--- config.mk ---
export PLATFORM = sky130hd
export DESIGN_NAME = controle_de_ciclo
export DESIGN_NICKNAME = d
export VERILOG_FILES = /design/src/rtl/controle_de_ciclo.sv
export SDC_FILE = /design/constraint.sdc
export NUM_CORES = 1
export LEC_CHECK = 0
export CAP_MARGIN = 20
export CORE_UTILIZATION = 40
export DETAILED_ROUTE_END_ITERATION = 6
export PLACE_DENSITY = 0.63
export SETUP_SLACK_MARGIN = 0.1
export SKIP_CTS_REPAIR_TIMING = 1
export SYNTH_ARGS = -nofsm -noshare
export SYNTH_HDL_FRONTEND = slang
export SYNTH_SLANG_ARGS = --single-unit
--- constraint.sdc ---
create_clock -name clock -period 4.11 [get_ports clock]
set_clock_uncertainty 0.05 [all_clocks]
set_input_delay 0.6165 -clock clock [delete_from_list [all_inputs] [get_ports clock]]
set_output_delay 0.6165 -clock clock [all_outputs]
set_load 0.03 [all_outputs]
--- src/rtl/controle_de_ciclo.sv ---
// Multicycle control FSM: sequences fetch/decode/execute/memory/writeback,
// drives datapath strobes and the branch-unit command, counts retired instructions.
module controle_de_ciclo (
   input  logic        clock,
   input  logic        Reset,
   input  logic [2:0]  classe,
   input  logic        memReady,
   input  logic        continuar,
   output logic [1:0]  comando,
   output logic        pcEnable,
   output logic        irLoad,
   output logic        memRead,
   output logic        memWrite,
   output logic        regWrite,
   output logic        halted,
   output logic        erroInstr,
   output logic [2:0]  estado,
   output logic [15:0] contInstr
);

   typedef enum logic [2:0] {
      BUSCA   = 3'd0,
      DECOD   = 3'd1,
      EXEC    = 3'd2,
      MEMORIA = 3'd3,
      ESCRITA = 3'd4,
      PARADO  = 3'd5
   } estado_t;

   localparam logic [2:0] C_ALU   = 3'd0;
   localparam logic [2:0] C_LOAD  = 3'd1;
   localparam logic [2:0] C_STORE = 3'd2;
   localparam logic [2:0] C_BEQ   = 3'd3;
   localparam logic [2:0] C_JUMP  = 3'd4;
   localparam logic [2:0] C_HALT  = 3'd5;

   estado_t    est_q, est_d;
   logic [2:0] classe_q;
   logic       final_c, ir_c, mr_c, mw_c, rw_c, h_c, er_c;
   logic [1:0] cmd_c;

   always_ff @(posedge clock) begin
      if (Reset) begin
         est_q     <= BUSCA;
         classe_q  <= C_ALU;
         contInstr <= 16'd0;
      end else begin
         est_q <= est_d;
         if (est_q == DECOD) classe_q <= classe;
         if (pcEnable) contInstr <= contInstr + 16'd1;
      end
   end

   // Only the DECOD next-state decision looks at the live classe input;
   // every strobe is derived from the registered class.
   always_comb begin
      est_d   = est_q;
      final_c = 1'b0;
      ir_c    = 1'b0;
      mr_c    = 1'b0;
      mw_c    = 1'b0;
      rw_c    = 1'b0;
      h_c     = 1'b0;
      er_c    = 1'b0;
      case (est_q)
         BUSCA: begin
            mr_c = 1'b1;
            ir_c = memReady;
            if (memReady) est_d = DECOD;
         end
         DECOD: est_d = (classe == C_HALT) ? PARADO : EXEC;
         EXEC: begin
            if (classe_q == C_LOAD || classe_q == C_STORE) begin
               est_d = MEMORIA;
            end else if (classe_q == C_ALU) begin
               est_d = ESCRITA;
            end else begin
               est_d   = BUSCA;
               final_c = 1'b1;
               er_c    = classe_q[2] & classe_q[1];
            end
         end
         MEMORIA: begin
            mr_c = (classe_q == C_LOAD);
            mw_c = (classe_q == C_STORE);
            if (memReady) begin
               if (classe_q == C_LOAD) begin
                  est_d = ESCRITA;
               end else begin
                  est_d   = BUSCA;
                  final_c = 1'b1;
               end
            end
         end
         ESCRITA: begin
            rw_c    = (classe_q == C_ALU) || (classe_q == C_LOAD);
            final_c = 1'b1;
            est_d   = BUSCA;
         end
         PARADO: begin
            h_c = 1'b1;
            if (continuar) begin
               final_c = 1'b1;
               est_d   = BUSCA;
            end
         end
         default: est_d = BUSCA;
      endcase

      if (!final_c)                cmd_c = 2'b11;
      else if (classe_q == C_BEQ)  cmd_c = 2'b01;
      else if (classe_q == C_JUMP) cmd_c = 2'b10;
      else                         cmd_c = 2'b00;
   end

   // Reset masks every strobe so nothing fires while the state is being forced.
   always_comb begin
      pcEnable  = final_c & ~Reset;
      irLoad    = ir_c & ~Reset;
      memRead   = mr_c & ~Reset;
      memWrite  = mw_c & ~Reset;
      regWrite  = rw_c & ~Reset;
      halted    = h_c & ~Reset;
      erroInstr = er_c & ~Reset;
      comando   = Reset ? 2'b11 : cmd_c;
   end

   assign estado = est_q;

endmodule

==> summary.md <==
| Metric | Value |
|---|---|
| Area growth syn-to-layout | `26.6%` |
| Max H-tree Level | `1` |
| Syn_nets | `172` |
| Final net count | `204` |
| Critical path type | `reg -> out` |
| Post-synth EDFFs | `0` |
| Layout Utilization | `0.547` |
| Top_reg_cell synth | `dfxtp_1` |
| Slew HR | `0.601` |
| Outcome | `complete, no violations` |
| Final Worst Setup Slack | `0.852 ns` |
| Width of the chip | `60.4 um` |
| DRC | `0` |
| Setup Total Neg Slack | `0 ns` |
| Met3 Routed Length | `125 um` |
| Die span in y | `60.4 um` |
| P_leak | `0.557 nW` |
| Final setup fails | `0` |
| Clk buf depth | `2` |
| First-pass GRT wire length | `4.99 mm` |
| HPWL after DPL | `2.24 mm` |
| Fin area | `0.00173 mm2` |
| Slew @ Worst Pin | `0.598 ns` |
| Final wirelength | `3.00 mm` |
| Yosys reg bits | `22` |
| Largest net degree at the start of global routing | `18` |
| Pre-CTS setup slack | `0.939 ns` |
| Worst hold path type | `reg -> reg` |
| Area post-placement | `0.00170 mm2` |
| Wirelength per Cell | `12.6 um` |
| Period utilization | `0.793` |
| Clock period minus worst slack | `3.26 ns` |
| Global Route Usage Sum | `0.179` |
| Final RePlAce weighted congestion | `0.823` |
| Clk sinks | `22` |
| Asr flop ratio synth | `0` |
| Post-DR vias/cell | `5.32` |
| Global route overflow | `0` |
| Core area | `0.00315 mm2` |
| TritonCTS Buffers | `3` |
| CP required | `3.44 ns` |
| Final slew viol count | `0` |
| Row count | `20` |
| Initial antenna violation count | `0` |
| Maximum operating frequency | `307 MHz` |
| Top-Level Pins | `35` |
| Most frequent cells in the layout | `clkdlybuf4s50_1 (34), nor2_1 (23), dfxtp_1 (22)` |
| Register area share after synthesis | `0.323` |
| Via count | `1265` |
| Clock root cell | `clkbuf_4` |
| Number of max-cap violations | `0` |
| Full die area | `0.00364 mm2` |
| Clock-pin slew on the worst setup and hold paths | `0.11 ns` |
| Critical path endpoint category | `primary output` |
| Worst-path fanout max | `14` |
| Commonest non-fill, non-tap cell in the layout | `clkdlybuf4s50_1` |
| Starting density of the core | `0.432` |
| Synth warn | `0` |
| 1st-iter DRT viols | `42` |
| Mapped cell area | `0.00136 mm2` |
| Port-buffer cells | `34` |
| Number of diodes | `0` |
| Power per cell area | `275 mW/mm2` |
| Gate Count Post-Synth | `164` |
| RSZ-0062 raised after global routing | `no` |
| Vias in the first global route | `1142` |
| Worst EP arrival | `2.59 ns` |
| VDD IR max | `196 uV` |
| DR WL met2 | `1.35 mm` |
| Endpoints failing hold | `0` |
| Share of cells above drive strength 1 | `0.0722` |
| Clock Latency Late Sink | `0.30 ns` |
| Highest Signal Layer | `met4` |
| Wire length on met1 | `1.51 mm` |
| Mean area per synthesized cell | `8.31 um2` |
| Post-route ant nets | `0` |
| Worst setup SP type | `flop` |
| Synth unique cells | `41` |
| CTS tree | `built` |
| WHS | `0.500 ns` |
| DRT Pass-1 Iters | `4` |
## critical path, stage by stage (launching register included)
cell             delay [ns]
dfxtp_1                0.45
nor2b_2                0.26
o311ai_2               0.57
a21oi_1                0.20
o21ai_1                0.13
clkdlybuf4s50_1        0.69
## report_power, final
part	switching, W	total (W)	internal (W)
Sequential	0.0000230	0.000244	0.000221
Combinational	0.0000764	0.000135	0.0000585
Clock	0.0000618	0.0000960	0.0000342
Total	0.000161	0.000475	0.000314
## cells in the mapped netlist, types with 3 or more instances
library cell / count / area share
nor2_1: 23 / 0.063
nor3b_1: 3 / 0.017
xnor2_1: 15 / 0.096
nor3_1: 6 / 0.022
nor4_1: 3 / 0.014
inv_1: 3 / 0.0083
a21oi_1: 13 / 0.048
nand2b_1: 6 / 0.028
o21ai_1: 3 / 0.011
o21ai_0: 4 / 0.015
nand4_1: 3 / 0.014
clkbuf_1: 4 / 0.011
nand3_1: 6 / 0.022
buf_6: 3 / 0.025
dfxtp_1: 22 / 0.32
nand2_1: 15 / 0.041
## sequential cells by signal, summed over array words and instances (netlist names)
name	cells
estado	3
classe_q	3
contInstr	16
## layout make-up
| class | instances | area (um2) |
|---|---|---|
| fillers | 311 | 1430 |
| multi-input cells | 131 | 848 |
| flip-flops and latches | 22 | 440 |
| repair buffers | 35 | 348 |
| well taps | 44 | 55.1 |
| clock buffers | 3 | 22.5 |
| inverters | 3 | 11.3 |
## routing by layer
metal / vias to the layer above / track usage
met5: - / 0
met4: 0 / 0.0465
met3: 2 / 0.0384
met2: 32 / 0.289
met1: 586 / 0.241
li1: 645 / -
## path summary, 6_finish.rpt
path,from,endpoint,slack (ns),cells past startpoint
worst min register to register,contInstr[13],contInstr[13],0.50,2
worst max register to register,estado[1],contInstr[14],2.02,5
worst max-delay path,estado[0],comando[1],0.85,5
worst min-delay path,contInstr[13],contInstr[13],0.50,2
## cells by family (layout without fill, tap and decap cells)
family | count (synthesis) | count (layout) | synth area share
simple gates | 83 | 83 | 0.351
flops | 22 | 22 | 0.323
fa+ha+maj | 1 | 1 | 0.00918
buf+inv | 11 | 41 | 0.0542
xor+xnor | 16 | 16 | 0.103
compound gates | 31 | 31 | 0.160
## per-stage QoR
stage               std cells  total power (W)
finish                    238         0.000475
detailed placement        235         0.000383
floorplan                 164         0.000346
global route              238         0.000502
CTS                       238         0.000481
global placement          235         0.000381
(Power assumes the default switching activity.)
